<file path="config.mk">
export PLATFORM = sky130hd
export DESIGN_NAME = ip_ram_arbiter
export DESIGN_NICKNAME = d
export VERILOG_FILES = /design/src/rtl/ip_ram_arbiter.sv
export SDC_FILE = /design/constraint.sdc
export NUM_CORES = 1
export LEC_CHECK = 0
export CAP_MARGIN = 20
export CORE_MARGIN = 2
export CORE_UTILIZATION = 50
export DETAILED_ROUTE_END_ITERATION = 10
export PLACE_DENSITY = 0.82
export SLEW_MARGIN = 10
export SYNTH_ARGS = -nofsm -noshare
export SYNTH_HDL_FRONTEND = slang
export SYNTH_SLANG_ARGS = --single-unit
</file>
<file path="constraint.sdc">
create_clock -name clk -period 5.8 [get_ports clk]
set_input_delay 1.16 -clock clk [delete_from_list [all_inputs] [get_ports clk]]
set_output_delay 1.16 -clock clk [all_outputs]
set_load 0.01 [all_outputs]
</file>
<file path="src/rtl/ip_ram_arbiter.sv">
// ip_ram_arbiter: shares one external RAM port between two clients (A, B) with round-robin grant.
// Define ARB_FIXED_PRIORITY_EN to make port A win every tie instead of alternating.
module ip_ram_arbiter #(
    parameter int ADDR_W = 22
) (
    input  logic              clk,
    input  logic              reset,
    input  logic              a_rd,
    input  logic              a_wr,
    output logic              a_busy,
    input  logic [ADDR_W-1:0] a_address,
    input  logic [7:0]        a_wdata,
    output logic [7:0]        a_rdata,
    output logic              a_rdata_en,
    input  logic              b_rd,
    input  logic              b_wr,
    output logic              b_busy,
    input  logic [ADDR_W-1:0] b_address,
    input  logic [7:0]        b_wdata,
    output logic [7:0]        b_rdata,
    output logic              b_rdata_en,
    output logic              rd,
    output logic              wr,
    input  logic              busy,
    output logic [ADDR_W-1:0] address,
    output logic [7:0]        wdata,
    input  logic [7:0]        rdata,
    input  logic              rdata_en
);

    typedef enum logic [1:0] {
        IDLE      = 2'd0,
        GAP       = 2'd1,
        WAIT_READ = 2'd2
    } state_t;

    state_t            state_q, state_d;
    logic [1:0]        req_rd, req_wr, port_busy;
    logic [ADDR_W-1:0] req_addr [2];
    logic [7:0]        req_wdata [2];

    logic [1:0]        slot_valid_q, slot_valid_d;
    logic [1:0]        slot_read_q, slot_read_d;
    logic [ADDR_W-1:0] slot_addr_q [2];
    logic [ADDR_W-1:0] slot_addr_d [2];
    logic [7:0]        slot_wdata_q [2];
    logic [7:0]        slot_wdata_d [2];

    logic              owner_q, owner_d;
    logic              rd_q, rd_d, wr_q, wr_d;
    logic [ADDR_W-1:0] address_q, address_d;
    logic [7:0]        wdata_q, wdata_d;
    logic [7:0]        cl_rdata_q [2];
    logic [7:0]        cl_rdata_d [2];
    logic [1:0]        cl_rdata_en_q, cl_rdata_en_d;

    logic              grant_port;
    logic              issue;

    assign req_rd       = {b_rd, a_rd};
    assign req_wr       = {b_wr, a_wr};
    assign req_addr[0]  = a_address;
    assign req_addr[1]  = b_address;
    assign req_wdata[0] = a_wdata;
    assign req_wdata[1] = b_wdata;

    // A port stays busy while its slot is full or while it owns the outstanding read.
    generate
        for (genvar gi = 0; gi < 2; gi++) begin : g_port_busy
            assign port_busy[gi] = slot_valid_q[gi] |
                                   ((state_q == WAIT_READ) && (owner_q == 1'(gi)));
        end
    endgenerate

    assign issue = (state_q == IDLE) && !busy && (|slot_valid_q);

`ifdef ARB_FIXED_PRIORITY_EN
    assign grant_port = ~slot_valid_q[0];
`else
    logic last_grant_q, last_grant_d;

    // B wins only when A is empty or A was the previous grantee.
    assign grant_port = slot_valid_q[1] & (~slot_valid_q[0] | ~last_grant_q);

    always_comb begin
        last_grant_d = last_grant_q;
        if (issue) begin
            last_grant_d = grant_port;
        end
    end

    always_ff @(posedge clk or posedge reset) begin
        if (reset) begin
            last_grant_q <= 1'b1;
        end else begin
            last_grant_q <= last_grant_d;
        end
    end
`endif

    always_comb begin
        state_d       = state_q;
        slot_valid_d  = slot_valid_q;
        slot_read_d   = slot_read_q;
        slot_addr_d   = slot_addr_q;
        slot_wdata_d  = slot_wdata_q;
        owner_d       = owner_q;
        rd_d          = 1'b0;
        wr_d          = 1'b0;
        address_d     = address_q;
        wdata_d       = wdata_q;
        cl_rdata_d    = cl_rdata_q;
        cl_rdata_en_d = 2'b00;

        case (state_q)
            IDLE: begin
                if (issue) begin
                    address_d                = slot_addr_q[grant_port];
                    wdata_d                  = slot_wdata_q[grant_port];
                    slot_valid_d[grant_port] = 1'b0;
                    if (slot_read_q[grant_port]) begin
                        rd_d    = 1'b1;
                        owner_d = grant_port;
                        state_d = WAIT_READ;
                    end else begin
                        wr_d    = 1'b1;
                        state_d = GAP;
                    end
                end
            end
            GAP: begin
                state_d = IDLE;
            end
            WAIT_READ: begin
                if (rdata_en) begin
                    cl_rdata_d[owner_q]    = rdata;
                    cl_rdata_en_d[owner_q] = 1'b1;
                    state_d                = IDLE;
                end
            end
            default: begin
                state_d = IDLE;
            end
        endcase

        // A slot that is loadable is never the one being granted this cycle.
        for (int i = 0; i < 2; i++) begin
            if ((req_rd[i] | req_wr[i]) && !port_busy[i]) begin
                slot_valid_d[i] = 1'b1;
                slot_read_d[i]  = req_rd[i];
                slot_addr_d[i]  = req_addr[i];
                slot_wdata_d[i] = req_wdata[i];
            end
        end
    end

    always_ff @(posedge clk or posedge reset) begin
        if (reset) begin
            state_q       <= IDLE;
            slot_valid_q  <= 2'b00;
            slot_read_q   <= 2'b00;
            slot_addr_q   <= '{default: '0};
            slot_wdata_q  <= '{default: '0};
            owner_q       <= 1'b0;
            rd_q          <= 1'b0;
            wr_q          <= 1'b0;
            address_q     <= '0;
            wdata_q       <= '0;
            cl_rdata_q    <= '{default: '0};
            cl_rdata_en_q <= 2'b00;
        end else begin
            state_q       <= state_d;
            slot_valid_q  <= slot_valid_d;
            slot_read_q   <= slot_read_d;
            slot_addr_q   <= slot_addr_d;
            slot_wdata_q  <= slot_wdata_d;
            owner_q       <= owner_d;
            rd_q          <= rd_d;
            wr_q          <= wr_d;
            address_q     <= address_d;
            wdata_q       <= wdata_d;
            cl_rdata_q    <= cl_rdata_d;
            cl_rdata_en_q <= cl_rdata_en_d;
        end
    end

    assign a_busy     = port_busy[0];
    assign b_busy     = port_busy[1];
    assign a_rdata    = cl_rdata_q[0];
    assign b_rdata    = cl_rdata_q[1];
    assign a_rdata_en = cl_rdata_en_q[0];
    assign b_rdata_en = cl_rdata_en_q[1];
    assign rd         = rd_q;
    assign wr         = wr_q;
    assign address    = address_q;
    assign wdata      = wdata_q;

endmodule

</file>
## After elaboration in Yosys (flattened, before gate mapping)

Cells that the tools add are included.

- Magnitude comparators: 7
- Equality and inequality tests: 3
- Multiplexer cells: 31
- Bitwise gates (word level): 13
- Reductions and logical operators: 24

Operators with widths:

| kind | number |
|---|---|
| two-way mux 22 bit | 3 |
| two-way mux 8 bit | 4 |
| bitwise mux 16 bit | 1 |
| two-way mux 2 bit | 7 |
| two-way mux 1 bit | 12 |
| AND reduction 2 bit | 5 |
| logical AND 1 bit | 9 |
| demux 8 bit (select 1 bit) | 1 |
| nonzero test 2 bit | 4 |
| bitwise OR 1 bit | 5 |
| greater-or-equal comparator 2 bit (second input constant) | 2 |
| less-than comparator 1 x 2 -> 1 bit (second input constant) | 2 |
| != test 2 bit (second input constant) | 2 |
| inverter 1 -> 2 bit | 2 |
| one-hot mux 2 bit (2 select lines) | 1 |
| logical NOT 1 bit | 3 |
| inverter 1 bit | 3 |
| AND reduction 3 bit | 1 |
| bitwise AND 2 bit | 1 |
| demux 1 bit (select 1 bit) | 2 |
| equality test 2 bit (second input constant) | 1 |
| greater-or-equal comparator 1 bit (second input constant) | 2 |
| logical NOT 2 bit | 1 |
| less-than comparator 2 x 1 -> 1 bit (second input constant) | 1 |
| 3 further kinds | 3 |

- Register bits: 118
- Output and inout port bits: 52
- Logic and storage cells: 96

## Depth between registers and ports, before layout

- Depth after elaboration: 12
- Depth in mapped cells: 5

## Least setup slack after synthesis

Ideal clock, no wire load.

- Path type: input port to flip-flop
- Start: in busy
- End: reg address_q[10] (netlist: address[10])
- Setup time: 125 ps
- Arrival: 2127 ps
- Data required time: 5675 ps
- Path slack: 3549 ps
- Cell stages on the path: 4
- Cell sequence: nor3_4 -> a21boi_4 -> buf_6 -> mux2_2

- Word-level cells in the longest chain between the ends: 4

RTL lines:

| what | line | text |
|---|---|---|
| start: declaration | 24 | `input logic busy,` |
| logical NOT 1 bit | 75 | `assign issue = (state_q == IDLE) && !busy && (\|slot_valid_q);` |
| logical AND 1 bit (2 in series) | 75 |  |
| AND reduction 2 bit (no line) | -- |  |
| end signal: assignment | 180 | `address_q <= address_d;` |
| end: declaration | 51 | `logic [ADDR_W-1:0] address_q, address_d;` |

Every way passes these cells.
A chain may end at the register's enable or synchronous reset.

## Worst setup path after layout

- Start: reg state_q[0]
- End: out a_busy

- Word-level cells in the longest chain between the ends: 3

RTL lines:

| what | line | text |
|---|---|---|
| start: declaration | 37 | `state_t state_q, state_d;` |
| start signal: assignment | 172 | `state_q <= state_d;` |
| equality test 2 bit | 71 | `((state_q == WAIT_READ) && (owner_q == 1'(gi)));` |
| logical AND 1 bit | 71 |  |
| bitwise OR 1 bit | 70 | `assign port_busy[gi] = slot_valid_q[gi] \|` |
| end: declaration | 10 | `output logic a_busy,` |

Every way passes these cells.

==> reports/qor.yml <==
place:
  hpwl_mm: 6.743
  io_buffers: 127
  gp_congestion: 0.7495
critical_path:
  critPathArrivalTime_ns: 2.15
  cp_max_fo: 5
  required_ns: 4.64
  endpoint_kind: "primary output"
  crit_path_start_kind: "flip-flop"
  crit_type: "reg -> out"
route:
  routed_wl_mm: 10.11
  antenna_left: 0
  drt_pass1_iterations: 4
  wire_per_inst_microns: 17.10
  via_per_inst: 5.076
  vias: 3000
  route.detailed.drc: 0
  first_iter_violations: 60
sta:
  tns_ns: 0
  fin_crit_sh_pct: 57.07
  fmax_ghz: 0.3021
  setup_viol_count_final: 0
  clock_skew_ns: 0.009341
  hold_slack_ns: 0.4848
  slew_headroom_pct: 36.29
  tightest_slew_ns: 0.9525
  hold_viol: 0
  rsz0062_at_grt: "no"
  drv_slew: 0
  period_minus_slack_ns: 3.310
synthesis:
  syn_nets: 384
  synth_area_leaders: "dfrtp_1 60%, mux2_2 31%, buf_6 1.4%"
  synth.top_cell.area_share_pct: 59.75
  yosys.area.top_type: "dfrtp_1"
  ys_types: 31
  netlist_area_sq_um: 4900
  yosysSeqAreaShare_pct: 60.29
  ys_warn_count: 0
  syn-instance-count: 308
  synth-seq-cells: 118
  avgSynthCellArea_sq_um: 15.91
run_status:
  status: "finished clean"
clock_tree:
  cts_setup_buffers: 0
  cts_tree: "done"
  cts-resized-gates: 0
  insertion_delay_ns: 0.50
  cts_hold_buffers: 0
  clockBufferDepth: 2
  cts_buffers: 17
  htreeDepth: 4
  clk_pin_slew_ns: 0.05
  clock-sinks: 118
  cts_root_buffer: "clkbuf_8"
die:
  pin_count: 128
  rows: 36
  initial_utilization_pct: 50.83
  die_area_sq_um: 10610
  die_w_microns: 103.0
  core_area_sq_um: 9639
  die_y_microns: 103.0
layout:
  final_nets: 522
  layout_common_cells: "133 x mux2_2, 127 x clkdlybuf4s50_1, 117 x dfrtp_1"
  post-route-util_pct: 71.14
  antenna-diode-count: 0
  syn_to_final_growth_pct: 39.96
  layout_commonest_cell: "mux2_2"
  drive_gt1_share_pct: 38.86
pwr:
  p_clk_share_pct: 23.1
  peakVddDrop_mv: 0.2941
  power_frac_comb_pct: 40.2
  intPower_uw: 2881
  leakagePower_uw: 0.002861
  powerDensity_nw_per_um2: 594.5
  power_uw: 4077
  swShare_pct: 29.34
  p_switching_uw: 1196
  seq_power_share_pct: 36.7
global_routing:
  grt_pass1_vias: 3296
  globalRouteTotalUtil_pct: 20.41
  grt_max_degree: 85
  antenna_found_initial: 0
  grt_pass1_wl_mm: 16.26
  overflow: 0
flow_run:
  cap_violations: 0
min_path:
  hold_path_class: "reg -> reg"
final cells by class:
| type | count | area [sq um] |
|---|---|---|
| Sequential cell | 118 | 2954 |
| Tap cell | 133 | 166.4 |
| Inverter | 7 | 28.78 |
| Clock buffer | 22 | 462.9 |
| Fill cell | 665 | 2781 |
| Clock inverter | 9 | 77.57 |
| Multi-Input combinational cell | 169 | 1812 |
| Timing Repair Buffer | 133 | 1356 |
worst paths after layout:
| kind | from | endpoint | slack (ns) | cells past startpoint |
|---|---|---|---|---|
| worst max register to register | state_q[1] | slot_addr_q[33] | 3.46 | 4 |
| min in group asynchronous | reset | b_rdata[5] | 0.95 | 2 |
| worst min register to register | slot_wdata_q[13] | slot_wdata_q[13] | 0.48 | 1 |
| worst max-delay path | state_q[0] | a_busy | 2.49 | 3 |
| max in group asynchronous | reset | slot_addr_q[32] | 3.80 | 4 |
| worst min-delay path | slot_wdata_q[13] | slot_wdata_q[13] | 0.48 | 1 |
power by group through the flow:
stage          logic [uW]  clock network (uW)  registers, uW
6_report             1640                 942           1490
2_1_floorplan        1020                   0           1520
5_1_grt              1780                 995           1550
3_3_place_gp         1590                   0           1490
3_5_place_dp         1650                   0           1510
4_1_cts              1660                 953           1500
cells in the mapped netlist:
| cell type | n |
|---|---|
| a21o_1 | 1 |
| dfstp_2 | 1 |
| a31oi_1 | 1 |
| buf_6 | 6 |
| o22ai_1 | 2 |
| o2bb2ai_1 | 2 |
| buf_4 | 6 |
| a22o_1 | 1 |
| nand2_1 | 2 |
| o21ai_0 | 3 |
| inv_1 | 6 |
| a211oi_2 | 2 |
| mux2_1 | 4 |
| inv_2 | 1 |
| buf_2 | 1 |
| o211ai_1 | 2 |
| mux2i_1 | 1 |
| mux2_2 | 133 |
| and3_1 | 1 |
| nor2b_1 | 1 |
| o221ai_1 | 1 |
| dfrtp_1 | 117 |
| and2_1 | 2 |
| clkbuf_2 | 1 |
| nand2b_1 | 1 |
| nor3_4 | 1 |
| nor2b_2 | 1 |
| a21boi_4 | 2 |
| a21oi_1 | 1 |
| nand3_2 | 1 |
| nor2_1 | 3 |
worst max-delay path: stages, from the launching register on:
cell             delay (ns)
dfrtp_1                0.41
nand2b_1               0.24
o21ai_0                0.35
clkdlybuf4s50_1        0.65
layer usage:
metal,global-route usage [%],vias up,wire length [microns]
met5,0,-,0
li1,-,1388,-
met2,33.57,80,4995
met4,6.579,0,117
met3,5.085,10,491
met1,26.82,1522,4501
metrics by stage:
stage	setup WS (ns)	area, sq um	cells
detailed placement	2.366	6290	559
finish	2.490	6858	591
global route	2.429	6858	591
global placement	2.337	6262	558
floorplan	1.513	4900	308
CTS	2.472	6830	590
kinds of logic after synthesis:
| family | count (synthesis) | share of synthesized area [%] |
|---|---|---|
| buf+inv | 21 | 3.038 |
| compound gates | 18 | 3.243 |
| simple gates | 13 | 1.737 |
| flops | 118 | 60.29 |
| mux | 138 | 31.69 |
state kept, by name (all words and copies together), names as in the netlist:
register	count
slot_read_q	2
wr	1
slot_wdata_q	16
last_grant_q	1
a_rdata	8
b_rdata	8
owner_q	1
slot_addr_q	44
cl_rdata_en_q	2
slot_valid_q	2
wdata	8
state_q	2
rd	1
address	22
Note: power is estimated with default switching activity, not from simulation.
